$ cat src/rtl/drc_pkg.sv
// Shared types and helpers for the DMA read path tracker.
// Descriptor fields use maximum widths; the top narrows them.
package drc_pkg;

  localparam int PAGE_W      = 12;
  localparam int DESC_PATH_W = 4;
  localparam int DESC_ADDR_W = 64;

  typedef struct packed {
    logic [DESC_PATH_W-1:0] path;
    logic [DESC_ADDR_W-1:0] addr;
    logic [7:0]             len;
  } burst_t;

  function automatic int path_w(input int n);
    return (n > 1) ? $clog2(n) : 1;
  endfunction

  function automatic logic [15:0] dwen_bytes(
    input logic [63:0] dwen
  );
    logic [15:0] b;
    b = '0;
    for (int i = 0; i < 64; i++)
      b = b + {13'd0, dwen[i], 2'b00};
    return b;
  endfunction

endpackage

$ cat src/rtl/dma_read_path_tracker_if.sv
// Allocation, packer-beat and burst-descriptor bundle
// between splitter/packer, tracker and pusher.
interface dma_read_path_tracker_if #(
  parameter int P_PATHS      = 4,
  parameter int P_DATA_BYTES = 16,
  parameter int P_TAG_W      = 8,
  parameter int P_ADDR_W     = 32,
  parameter int P_LEN_W      = 13
);
  import drc_pkg::*;

  localparam int PW     = path_w(P_PATHS);
  localparam int P_DWEN = P_DATA_BYTES / 4;

  logic                alloc_valid;
  logic                alloc_ready;
  logic [P_TAG_W-1:0]  alloc_tag;
  logic [P_ADDR_W-1:0] alloc_dev_addr;
  logic [P_LEN_W-1:0]  alloc_len;
  logic [PW-1:0]       alloc_path;
  logic [P_PATHS-1:0]  path_credit_ok;
  logic [P_PATHS-1:0]  path_busy;
  logic                pkt_valid;
  logic                pkt_ready;
  logic [P_TAG_W-1:0]  pkt_tag;
  logic [P_DWEN-1:0]   pkt_dwen;
  logic [P_PATHS-1:0]  pkt_path_hit;
  logic                burst_valid;
  logic                burst_ready;
  logic [PW-1:0]       burst_path;
  logic [P_ADDR_W-1:0] burst_addr;
  logic [7:0]          burst_len;
  logic                err_unmatched;
  logic                err_overrun;

  modport master (
    output alloc_valid, alloc_tag,
    output alloc_dev_addr, alloc_len,
    output path_credit_ok,
    output pkt_valid, pkt_tag, pkt_dwen,
    output burst_ready,
    input  alloc_ready, alloc_path,
    input  path_busy, pkt_ready,
    input  pkt_path_hit, burst_valid,
    input  burst_path, burst_addr, burst_len,
    input  err_unmatched, err_overrun
  );

  modport slave (
    input  alloc_valid, alloc_tag,
    input  alloc_dev_addr, alloc_len,
    input  path_credit_ok,
    input  pkt_valid, pkt_tag, pkt_dwen,
    input  burst_ready,
    output alloc_ready, alloc_path,
    output path_busy, pkt_ready,
    output pkt_path_hit, burst_valid,
    output burst_path, burst_addr, burst_len,
    output err_unmatched, err_overrun
  );

endinterface

$ cat src/rtl/drc_burst_queue.sv
// First-word-fall-through FIFO of burst descriptors.
// Push while full is accepted when a pop happens the same edge.
module drc_burst_queue
  import drc_pkg::*;
#(
  parameter int DEPTH = 4
) (
  input  logic   i_clk,
  input  logic   i_rst,
  input  logic   push,
  input  burst_t din,
  input  logic   pop,
  output burst_t dout,
  output logic   full,
  output logic   empty
);

  localparam int AW = (DEPTH > 1) ? $clog2(DEPTH) : 1;

  burst_t       mem [DEPTH];
  logic [AW:0]  wr_ptr;
  logic [AW:0]  rd_ptr;
  logic         do_push;
  logic         do_pop;

  assign empty = wr_ptr == rd_ptr;
  assign full  = (wr_ptr[AW] != rd_ptr[AW])
              && (wr_ptr[AW-1:0] == rd_ptr[AW-1:0]);
  assign dout  = mem[rd_ptr[AW-1:0]];

  assign do_pop  = pop && !empty;
  assign do_push = push && (!full || do_pop);

  always_ff @(posedge i_clk) begin
    if (do_push)
      mem[wr_ptr[AW-1:0]] <= din;
  end

  always_ff @(posedge i_clk or posedge i_rst) begin
    if (i_rst) begin
      wr_ptr <= '0;
      rd_ptr <= '0;
    end else begin
      if (do_push)
        wr_ptr <= wr_ptr + 1'b1;
      if (do_pop)
        rd_ptr <= rd_ptr + 1'b1;
    end
  end

endmodule

$ cat src/rtl/dma_read_path_tracker.sv
// N-path read completion tracker: round-robin path allocation,
// tag steering of packer beats and burst descriptor generation.
module dma_read_path_tracker
  import drc_pkg::*;
#(
  parameter int P_PATHS      = 4,
  parameter int P_DATA_BYTES = 16,
  parameter int P_TAG_W      = 8,
  parameter int P_ADDR_W     = 32,
  parameter int P_LEN_W      = 13,
  parameter int P_MAX_BURST  = 16,
  parameter int P_BQ_DEPTH   = 4
) (
  input logic                   i_clk,
  input logic                   i_rst,
  dma_read_path_tracker_if.slave bus
);

  localparam int PW    = path_w(P_PATHS);
  localparam int CNT_W = $clog2(P_MAX_BURST + 1);

  logic [P_PATHS-1:0]  busy;
  logic [P_TAG_W-1:0]  tag_a   [P_PATHS];
  logic [P_LEN_W-1:0]  rem_a   [P_PATHS];
  logic [P_ADDR_W-1:0] start_a [P_PATHS];
  logic [P_ADDR_W-1:0] nxt_a   [P_PATHS];
  logic [CNT_W-1:0]    cnt_a   [P_PATHS];

  logic [P_PATHS-1:0]  match;
  logic [P_PATHS-1:0]  clash;
  logic [PW-1:0]       hit_idx;
  logic                any_match;
  logic [P_LEN_W-1:0]  bytes;
  logic [P_LEN_W-1:0]  new_rem;
  logic [P_ADDR_W-1:0] new_nxt;
  logic [CNT_W-1:0]    new_cnt;
  logic                overrun;
  logic                closes;
  logic                accept;
  logic                hit;
  logic                push;
  logic                pop;
  logic                q_full;
  logic                q_empty;
  burst_t              desc;
  burst_t              head;
  logic                found;
  logic [PW-1:0]       pick;
  logic [PW-1:0]       rr;
  logic                alloc_ok;
  int                  j;

  always_comb begin
    match = '0;
    clash = '0;
    for (int i = 0; i < P_PATHS; i++) begin
      match[i] = busy[i] && (tag_a[i] == bus.pkt_tag);
      clash[i] = busy[i] && (tag_a[i] == bus.alloc_tag);
    end
  end

  // Busy tags are unique, so at most one path matches.
  always_comb begin
    hit_idx = '0;
    for (int i = 0; i < P_PATHS; i++)
      if (match[i])
        hit_idx = PW'(i);
  end

  assign any_match = |match;
  assign bytes   = P_LEN_W'(dwen_bytes(64'(bus.pkt_dwen)));
  assign overrun = bytes > rem_a[hit_idx];
  assign new_rem = rem_a[hit_idx] - bytes;
  assign new_nxt = nxt_a[hit_idx] + P_ADDR_W'(bytes);
  assign new_cnt = cnt_a[hit_idx] + CNT_W'(1);

  assign closes = any_match && !overrun && (
      !(&bus.pkt_dwen)
    || (new_cnt == CNT_W'(P_MAX_BURST))
    || (new_nxt[PAGE_W-1:0] == '0)
    || (new_rem == '0));

  assign bus.pkt_ready    = !q_full || !closes;
  assign accept           = bus.pkt_valid && bus.pkt_ready;
  assign hit              = accept && any_match && !overrun;
  assign bus.pkt_path_hit = hit ? match : '0;
  assign push             = hit && closes;

  always_comb begin
    desc      = '0;
    desc.path = DESC_PATH_W'(hit_idx);
    desc.addr = DESC_ADDR_W'(start_a[hit_idx]);
    desc.len  = 8'(cnt_a[hit_idx]);
  end

  always_comb begin
    found = 1'b0;
    pick  = '0;
    j     = 0;
    for (int k = 0; k < P_PATHS; k++) begin
      j = int'(rr) + k;
      if (j >= P_PATHS)
        j = j - P_PATHS;
      if (!found && !busy[PW'(j)]
          && bus.path_credit_ok[PW'(j)]) begin
        found = 1'b1;
        pick  = PW'(j);
      end
    end
  end

  assign alloc_ok       = bus.alloc_valid && found && !(|clash);
  assign bus.alloc_ready = alloc_ok;
  assign bus.alloc_path  = pick;
  assign bus.path_busy   = busy;

  for (genvar g = 0; g < P_PATHS; g++) begin : g_path
    logic                busy_q;
    logic [P_TAG_W-1:0]  tag_q;
    logic [P_LEN_W-1:0]  rem_q;
    logic [P_ADDR_W-1:0] start_q;
    logic [P_ADDR_W-1:0] nxt_q;
    logic [CNT_W-1:0]    cnt_q;
    logic                take;
    logic                upd;

    assign take = alloc_ok && (pick == PW'(g));
    assign upd  = hit && (hit_idx == PW'(g));

    always_ff @(posedge i_clk or posedge i_rst) begin
      if (i_rst) begin
        busy_q  <= 1'b0;
        tag_q   <= '0;
        rem_q   <= '0;
        start_q <= '0;
        nxt_q   <= '0;
        cnt_q   <= '0;
      end else if (take) begin
        busy_q  <= 1'b1;
        tag_q   <= bus.alloc_tag;
        rem_q   <= bus.alloc_len;
        start_q <= bus.alloc_dev_addr;
        nxt_q   <= bus.alloc_dev_addr;
        cnt_q   <= '0;
      end else if (upd) begin
        rem_q <= new_rem;
        nxt_q <= new_nxt;
        if (closes) begin
          start_q <= new_nxt;
          cnt_q   <= '0;
          busy_q  <= new_rem != '0;
        end else begin
          cnt_q <= new_cnt;
        end
      end
    end

    assign busy[g]    = busy_q;
    assign tag_a[g]   = tag_q;
    assign rem_a[g]   = rem_q;
    assign start_a[g] = start_q;
    assign nxt_a[g]   = nxt_q;
    assign cnt_a[g]   = cnt_q;
  end

  always_ff @(posedge i_clk or posedge i_rst) begin
    if (i_rst) begin
      rr                <= '0;
      bus.err_unmatched <= 1'b0;
      bus.err_overrun   <= 1'b0;
    end else begin
      if (alloc_ok)
        rr <= (pick == PW'(P_PATHS - 1))
            ? '0 : pick + PW'(1);
      bus.err_unmatched <= accept && !any_match;
      bus.err_overrun   <= accept && any_match && overrun;
    end
  end

  drc_burst_queue #(
    .DEPTH (P_BQ_DEPTH)
  ) u_bq (
    .i_clk (i_clk),
    .i_rst (i_rst),
    .push  (push),
    .din   (desc),
    .pop   (pop),
    .dout  (head),
    .full  (q_full),
    .empty (q_empty)
  );

  assign pop             = !q_empty && bus.burst_ready;
  assign bus.burst_valid = !q_empty;
  assign bus.burst_path  = q_empty ? '0 : PW'(head.path);
  assign bus.burst_addr  = q_empty ? '0 : P_ADDR_W'(head.addr);
  assign bus.burst_len   = q_empty ? '0 : head.len;

endmodule

$ cat src/flat_wrapper.sv
// flat-port wrapper written by rule: the top's interface ports become plain ports
module dma_read_path_tracker_flat import drc_pkg::*;
#(
  parameter int P_PATHS      = 4,
  parameter int P_DATA_BYTES = 16,
  parameter int P_TAG_W      = 8,
  parameter int P_ADDR_W     = 32,
  parameter int P_LEN_W      = 13,
  parameter int P_MAX_BURST  = 16,
  parameter int P_BQ_DEPTH   = 4
)
  (i_clk, i_rst, bus_alloc_valid, bus_alloc_tag, bus_alloc_dev_addr, bus_alloc_len, bus_path_credit_ok, bus_pkt_valid, bus_pkt_tag, bus_pkt_dwen, bus_burst_ready, bus_alloc_ready, bus_alloc_path, bus_path_busy, bus_pkt_ready, bus_pkt_path_hit, bus_burst_valid, bus_burst_path, bus_burst_addr, bus_burst_len, bus_err_unmatched, bus_err_overrun);
  dma_read_path_tracker_if #(.P_PATHS(P_PATHS), .P_DATA_BYTES(P_DATA_BYTES), .P_TAG_W(P_TAG_W), .P_ADDR_W(P_ADDR_W), .P_LEN_W(P_LEN_W)) bus_i ();
  input logic i_clk;
  input logic i_rst;
  input wire logic [$bits(bus_i.alloc_valid)-1:0] bus_alloc_valid;
  input wire logic [$bits(bus_i.alloc_tag)-1:0] bus_alloc_tag;
  input wire logic [$bits(bus_i.alloc_dev_addr)-1:0] bus_alloc_dev_addr;
  input wire logic [$bits(bus_i.alloc_len)-1:0] bus_alloc_len;
  input wire logic [$bits(bus_i.path_credit_ok)-1:0] bus_path_credit_ok;
  input wire logic [$bits(bus_i.pkt_valid)-1:0] bus_pkt_valid;
  input wire logic [$bits(bus_i.pkt_tag)-1:0] bus_pkt_tag;
  input wire logic [$bits(bus_i.pkt_dwen)-1:0] bus_pkt_dwen;
  input wire logic [$bits(bus_i.burst_ready)-1:0] bus_burst_ready;
  output wire logic [$bits(bus_i.alloc_ready)-1:0] bus_alloc_ready;
  output wire logic [$bits(bus_i.alloc_path)-1:0] bus_alloc_path;
  output wire logic [$bits(bus_i.path_busy)-1:0] bus_path_busy;
  output wire logic [$bits(bus_i.pkt_ready)-1:0] bus_pkt_ready;
  output wire logic [$bits(bus_i.pkt_path_hit)-1:0] bus_pkt_path_hit;
  output wire logic [$bits(bus_i.burst_valid)-1:0] bus_burst_valid;
  output wire logic [$bits(bus_i.burst_path)-1:0] bus_burst_path;
  output wire logic [$bits(bus_i.burst_addr)-1:0] bus_burst_addr;
  output wire logic [$bits(bus_i.burst_len)-1:0] bus_burst_len;
  output wire logic [$bits(bus_i.err_unmatched)-1:0] bus_err_unmatched;
  output wire logic [$bits(bus_i.err_overrun)-1:0] bus_err_overrun;
  assign bus_i.alloc_valid = bus_alloc_valid;
  assign bus_i.alloc_tag = bus_alloc_tag;
  assign bus_i.alloc_dev_addr = bus_alloc_dev_addr;
  assign bus_i.alloc_len = bus_alloc_len;
  assign bus_i.path_credit_ok = bus_path_credit_ok;
  assign bus_i.pkt_valid = bus_pkt_valid;
  assign bus_i.pkt_tag = bus_pkt_tag;
  assign bus_i.pkt_dwen = bus_pkt_dwen;
  assign bus_i.burst_ready = bus_burst_ready;
  assign bus_alloc_ready = bus_i.alloc_ready;
  assign bus_alloc_path = bus_i.alloc_path;
  assign bus_path_busy = bus_i.path_busy;
  assign bus_pkt_ready = bus_i.pkt_ready;
  assign bus_pkt_path_hit = bus_i.pkt_path_hit;
  assign bus_burst_valid = bus_i.burst_valid;
  assign bus_burst_path = bus_i.burst_path;
  assign bus_burst_addr = bus_i.burst_addr;
  assign bus_burst_len = bus_i.burst_len;
  assign bus_err_unmatched = bus_i.err_unmatched;
  assign bus_err_overrun = bus_i.err_overrun;
  dma_read_path_tracker #(.P_PATHS(P_PATHS), .P_DATA_BYTES(P_DATA_BYTES), .P_TAG_W(P_TAG_W), .P_ADDR_W(P_ADDR_W), .P_LEN_W(P_LEN_W), .P_MAX_BURST(P_MAX_BURST), .P_BQ_DEPTH(P_BQ_DEPTH)) u_core (.i_clk(i_clk), .i_rst(i_rst), .bus(bus_i));
endmodule
$ cat config.mk
export PLATFORM = sky130hd
export DESIGN_NAME = dma_read_path_tracker_flat
export DESIGN_NICKNAME = d
export VERILOG_FILES = /design/src/rtl/drc_pkg.sv /design/src/rtl/dma_read_path_tracker_if.sv /design/src/rtl/drc_burst_queue.sv /design/src/rtl/dma_read_path_tracker.sv /design/src/flat_wrapper.sv
export SDC_FILE = /design/constraint.sdc
export NUM_CORES = 1
export LEC_CHECK = 0
export BUFFER_PORTS_ARGS = -buffer_cell sky130_fd_sc_hd__buf_2
export CAP_MARGIN = 20
export CORE_MARGIN = 4
export CORE_UTILIZATION = 50
export CTS_CLUSTER_DIAMETER = 120
export CTS_CLUSTER_SIZE = 10
export DETAILED_ROUTE_END_ITERATION = 8
export GPL_TIMING_DRIVEN = 0
export PLACE_DENSITY_LB_ADDON = 0.08
export SETUP_SLACK_MARGIN = 0.15
export SLEW_MARGIN = 5
export SYNTH_ARGS = -nofsm -noshare
export SYNTH_HDL_FRONTEND = slang
export SYNTH_HIERARCHICAL = 1
export SYNTH_SLANG_ARGS = --single-unit
$ cat constraint.sdc
create_clock -name i_clk -period 27.5 [get_ports i_clk]
set_clock_uncertainty 0.05 [all_clocks]
set_input_delay 5.5 -clock i_clk [delete_from_list [all_inputs] [get_ports i_clk]]
set_output_delay 5.5 -clock i_clk [all_outputs]
set_load 0.02 [all_outputs]
==> flow_summary_export.csv, run 1 <==
group,metric,value,unit
placement,place.gp.congestion,0.987,
global_routing,grt-ovfl-total,0,
drt,drcViolationCount,0,
drt,postRouteWirelength,102000,microns
worst_setup_path,crit_start,"bus_pkt_tag[0]",
layout,utilization,0.571,
clocking,clockRootBuffer,"clkbuf_16",
sta,min_period_over_period,0.709,
sta,hold_viol_final,0,
global_routing,grt_pass1_vias,22100,
power,irDropWorstVdd,0.0000545,V
global_routing,grt_usage,0.339,
floorplan,io_pins,131,
layout,nets,2821,
clocking,clock_latency,0.64,ns
global_routing,grt_start_max_net_pins,87,
placement,dpl.hpwl,70600,microns
layout,drive_gt1_frac,0.130,
worst_setup_path,endpoint,"bus_pkt_path_hit[1]",
clocking,cts_buffers,60,
worst_setup_path,start_kind,"input port",
sta,tightest_slew,1.34,ns
worst_setup_path,worstReg2RegEnd,"u_core/u_bq/mem[1][21]$_DFFE_PP_",
synth,avgSynthCellArea,10.9,sq um
placement,placed_cells,3357,
drt,wl_per_cell,29.5,microns
run_status,status,"finished clean",
synth,yosysWarnings,6,
sta,post-route-min-period,19.50,ns
worst_setup_path,required,21.95,ns
layout,final_area,0.0308,sq mm
worst_hold_path,hold_class,"register to register",
worst_setup_path,cp_num_buf_inv,10,
clocking,clockBufferDepth,3,
layout,regArea,0.0144,sq mm
clocking,postCtsSetupBuffers,0,
floorplan,die-area,0.0586,sq mm
clocking,hold_buffers,0,
layout,layout.cells.non_filler,3447,
drt,via_per_inst,6.45,
worst_setup_path,cp.arrival,13.95,ns
layout,num_antenna_cells,0,
sta,finalSetupTns,0,ns
flow_run,drv_cap,0,
worst_setup_path,worstSetupPathType,"input port to output pin",
drt,initialDrtViolationCount,2528,
floorplan,rows,85,
clocking,clkTransAtPathRegs,0.06,ns
worst_hold_path,hold-path-cell-count,2,
worst_setup_path,cp_max_fo,10,
floorplan,core,0.0540,sq mm
layout,n_fill_cell,4692,
sta,max_slew_margin,0.0970,
sta,setup_slack,8.00,ns
placement,postPlaceCellArea,0.0292,sq mm
floorplan,initial_core_util,0.507,
layout,multi_input_area,0.0120,sq mm
layout,syn2layout_area_growth,12.5,%
worst_setup_path,critical_path_depth,28,
sta,holdWs,0.426,ns
sta,rsz0062_at_grt,"no",
global_routing,grt_pass1_wl,149000,microns
synth,synthCells,2519,
worst_setup_path,rr_startpoint,"u_core/g_path[2].busy_q$_DFFE_PP0P_",
power,p_total,3.24,mW
worst_setup_path,slowest_stage,"clkbuf_1",
placement,place_ws,8.55,ns
sta,fmax,51.3,MHz
worst_setup_path,reg2reg_depth,24,
clocking,h-tree-depth,2,
drt,ant_nets,0,
sta,finalMaxSlewViolations,0,
worst_setup_path,end_kind,"output pin",
placement,port_buffers,121,
clocking,cts_tree,"yes",
clocking,clkSinkCount,542,
worst_setup_path,r2r_slack,18.01,ns
clocking,cts.repair.resized,0,
global_routing,antenna_found_initial,1,
sta,setup_violations,0,
floorplan,dieHeight,242,microns
power,leakage,12.9,nW
synth,synth_area,0.0274,sq mm
drt,via_count,22200,
floorplan,die_w,242,microns
power,p_per_area,105,mW/mm^2
worst_setup_path,cpPeakStageDelay,0.86,ns
worst_setup_path,cp_top_family,"buffers and inverters",
drt,dr.pass1.iters,8,
[final cells by class]
type	count	share of cell area
clock buffers	84	0.0523
multi-input cells	1764	0.390
inverters	34	0.00438
plain buffers	190	0.0293
well taps	696	0.0282
clock inverters	3	0.00178
flip-flops and latches	542	0.467
repair buffers	134	0.0269
[report_power, final]
| part | total (mW) | leakage [nW] | switching [mW] | internal (mW) |
|---|---|---|---|---|
| logic | 1.22 | 6.10 | 0.765 | 0.456 |
| registers | 1.30 | 6.01 | 0.175 | 1.12 |
| clock network | 0.723 | 0.802 | 0.322 | 0.401 |
[cell usage in the layout, fill, tap and decap left out, drive strengths merged, types with 48 or more instances in the layout]
master / count
a21oi: 220
a22oi: 75
buf: 205
clkbuf: 203
dfrtp: 374
edfxtp: 168
mux2i: 249
nand2: 292
nor2: 181
nor2b: 48
o21ai: 153
xnor2: 65
xor2: 48
[flip-flops by register name, summed over array words and instances, names as in the netlist]
signal,flops
u_core/bus.err_overrun,1
u_core/bus.err_unmatched,1
u_core/g_path.busy_q,4
u_core/g_path.cnt_q,20
u_core/g_path.nxt_q,128
u_core/g_path.rem_q,52
u_core/g_path.start_q,128
u_core/g_path.tag_q,32
u_core/rr,2
u_core/u_bq/mem,168
u_core/u_bq/rd_ptr,3
u_core/u_bq/wr_ptr,3
[tightest hold or removal path, delay by kind of cell (launching register included)]
kind	cells	cell delay, ns
DFF	1	0.33
and+or+nand+nor	2	0.11
[routing by layer]
metal	vias up	GRT usage	wire length (microns)
met3	276	0.0918	10700
met2	1264	0.505	44400
li1	9525	-	-
met4	2	0.160	5520
met1	11200	0.466	41000
met5	-	0	13
[worst min path at each step]
stage,start,endpoint,slack (ns)
after floorplan,u_core/g_path[1].rem_q[0]$_DFFE_PP0P_,u_core/g_path[1].rem_q[0]$_DFFE_PP0P_,0.39
after global placement,u_core/g_path[1].rem_q[1]$_DFFE_PP0P_,u_core/g_path[1].rem_q[1]$_DFFE_PP0P_,0.41
after detailed placement,u_core/g_path[2].rem_q[0]$_DFFE_PP0P_,u_core/g_path[2].rem_q[0]$_DFFE_PP0P_,0.41
after CTS,u_core/g_path[1].rem_q[0]$_DFFE_PP0P_,u_core/g_path[1].rem_q[0]$_DFFE_PP0P_,0.43
after global routing,u_core/g_path[1].rem_q[0]$_DFFE_PP0P_,u_core/g_path[1].rem_q[0]$_DFFE_PP0P_,0.44
final,u_core/g_path[2].rem_q[1]$_DFFE_PP0P_,u_core/g_path[2].rem_q[1]$_DFFE_PP0P_,0.43
Note: power is estimated with default switching activity, not from simulation.
==> run 2, diff against run 1 <==
--- a/config.mk
+++ b/config.mk
@@ -5,6 +5,7 @@
 export SDC_FILE = /design/constraint.sdc
 export NUM_CORES = 1
 export LEC_CHECK = 0
+export ABC_AREA = 1
 export BUFFER_PORTS_ARGS = -buffer_cell sky130_fd_sc_hd__buf_2
 export CAP_MARGIN = 20
 export CORE_MARGIN = 4
==> constraint.sdc (replaced) <==
create_clock -name i_clk -period 20.2 [get_ports i_clk]
set_clock_uncertainty 0.05 [all_clocks]
set_input_delay 4.04 -clock i_clk [delete_from_list [all_inputs] [get_ports i_clk]]
set_output_delay 4.04 -clock i_clk [all_outputs]
set_load 0.02 [all_outputs]
==> run 2 against run 1 <==
Final cell count grew 34%. Largest cell class unchanged. Sequential power grew 22%. Synthesized area grew 4.8%. Routed wire length grew 2.1%. Via count grew 19%. Utilization shrank 0.13 points. Setup slack lost 2.2 ns. Synthesized cell count grew 43%. Critical path depth shrank 2. Combinational power grew 130%. Final area grew 4.5%. Sequential share of layout area shrank 2.0 points.
==> flow_summary_export.csv, run 2 <==
group,metric,value,unit
run_status,status,"finished clean",
floorplan,initial_core_util,0.507,
sta,fmax,69.4,MHz
sta,rsz0062_at_grt,"no",
drt,initialDrtViolationCount,3403,
worst_setup_path,end_kind,"output pin",
clocking,cts_buffers,60,
flow_run,drv_cap,0,
power,p_per_area,165,mW/mm^2
clocking,clockBufferDepth,3,
worst_setup_path,cp.arrival,10.32,ns
clocking,cts_tree,"yes",
clocking,clock_latency,0.64,ns
layout,largest_register_ffs,168,
floorplan,core,0.0566,sq mm
layout,utilization,0.570,
sta,min_period_over_period,0.713,
global_routing,grt-ovfl-total,0,
global_routing,global_route.usage.met3,0.0663,
clocking,clkSinkCount,542,
global_routing,grtUsageMet1,0.468,
clocking,clockRootBuffer,"clkbuf_16",
worst_hold_path,hold_class,"register to register",
placement,place.gp.congestion,1.01,
floorplan,io_pins,131,
power,irDropWorstVdd,0.000122,V
sta,finalMaxSlewViolations,0,
synth,avgSynthCellArea,7.96,sq um
global_routing,grt_start_max_net_pins,118,
layout,final_common_cell,"nand2_1",
layout,most-common-layout-cells,"nand2_1, o21ai_0, dfrtp_1",
sta,finalSetupTns,0,ns
clocking,h-tree-depth,2,
layout,drive_gt1_frac,0.108,
floorplan,die-area,0.0614,sq mm
drt,wl_per_cell,22.5,microns
worst_setup_path,required,16.11,ns
layout,syn2layout_area_growth,12.2,%
layout,nets,3914,
clocking,clkTransAtPathRegs,0.05,ns
drt,ant_nets,0,
sta,tightest_slew,1.11,ns
sta,hold_viol_final,0,
sta,setup_slack,5.79,ns
placement,port_buffers,126,
clocking,hold_buffers,0,
clocking,postCtsSetupBuffers,0,
global_routing,antenna_found_initial,4,
synth,synthCells,3611,
power,leakage,15.5,nW
drt,postRouteWirelength,104000,microns
placement,dpl.hpwl,73900,microns
worst_setup_path,start_kind,"input port",
floorplan,die_w,248,microns
sta,post-route-min-period,14.41,ns
synth,synth_area,0.0287,sq mm
drt,via_count,26400,
worst_setup_path,cp_max_fo,13,
drt,drcViolationCount,0,
power,p_total,5.32,mW
clocking,cts.repair.resized,0,
sta,setup_violations,0,
global_routing,grt_pass1_vias,24700,
placement,place_ws,6.16,ns
drt,via_per_inst,5.73,
global_routing,grt_pass1_wl,154000,microns
global_routing,top_usage_layer,"met2",
global_routing,met2_usage,0.514,
synth,yosysWarnings,6,
drt,dr.pass1.iters,6,
global_routing,grt_usage,0.336,
sta,max_slew_margin,0.249,
floorplan,dieHeight,248,microns
worst_setup_path,worstSetupPathType,"input port to output pin",
floorplan,rows,87,
[run 2: where the power goes]
part	switching, mW	internal [mW]	leakage (nW)
Sequential	0.151	1.44	6.50
Combinational	2.03	0.720	8.26
Clock	0.441	0.539	0.792
Total	2.62	2.70	15.5
[run 2: critical path: stages]
cell	delay [ns]
buf_2	0.17
inv_2	0.06
nand2_1	0.10
nand2_1	0.06
nor2_1	0.11
nand3b_1	0.14
inv_1	0.08
nand2_1	0.33
nand2_2	0.46
buf_2	0.48
clkbuf_1	0.82
o21ai_0	0.20
o21ai_0	0.42
ha_1	0.33
a21oi_1	0.33
nand4_2	0.23
nor2_4	0.19
nand4_2	0.28
nand2_2	0.19
nor2_1	0.13
nor2_2	0.11
nand2_2	0.09
nand3_4	0.11
nand3_4	0.20
nor2_1	0.39
buf_2	0.25
[run 2: layer usage]
layer	part of all wire	vias up
met4	0.052	2
li1	-	12200
met3	0.099	330
met1	0.41	12400
met2	0.44	1489
met5	0.00013	-
[run 2: area by class of cell]
| cell class | count | area (sq um) |
|---|---|---|
| clock buffer | 83 | 1590 |
| fill | 5417 | 24400 |
| inverter | 315 | 1200 |
| buffer | 218 | 1210 |
| tap | 756 | 946 |
| antenna | 4 | 10.0 |
| clock inverter | 3 | 58.8 |
| sequential | 542 | 14400 |
| multi-input combinational | 2547 | 12000 |
| timing repair buffer | 135 | 836 |
[run 2: final timing paths]
path / endpoint / cells past startpoint / from / slack [ns]
min reg2reg: u_core/g_path[3].start_q[5]$_DFFE_PP0P_ / 2 / u_core/g_path[3].start_q[5]$_DFFE_PP0P_ / 0.41
min: u_core/g_path[3].start_q[5]$_DFFE_PP0P_ / 2 / u_core/g_path[3].start_q[5]$_DFFE_PP0P_ / 0.41
max in group asynchronous: u_core/g_path[0].start_q[26]$_DFFE_PP0P_ / 4 / i_rst / 15.39
min in group asynchronous: u_core/u_bq/rd_ptr[1]$_DFFE_PP0P_ / 2 / i_rst / 3.32
max reg2reg: u_core/u_bq/mem[3][23]$_DFFE_PP_ / 30 / u_core/g_path[2].tag_q[5]$_DFFE_PP0P_ / 12.30
max: bus_pkt_path_hit[2] / 26 / bus_pkt_tag[1] / 5.79
[run 2: metrics by stage]
step	area (sq um)	std cells	hold WS, ns
after floorplan	28800	3622	0.387
after global placement	30300	4504	0.398
after detailed placement	30600	4512	0.404
after CTS	32200	4598	0.418
after global routing	32200	4600	0.435
final	32200	4603	0.413
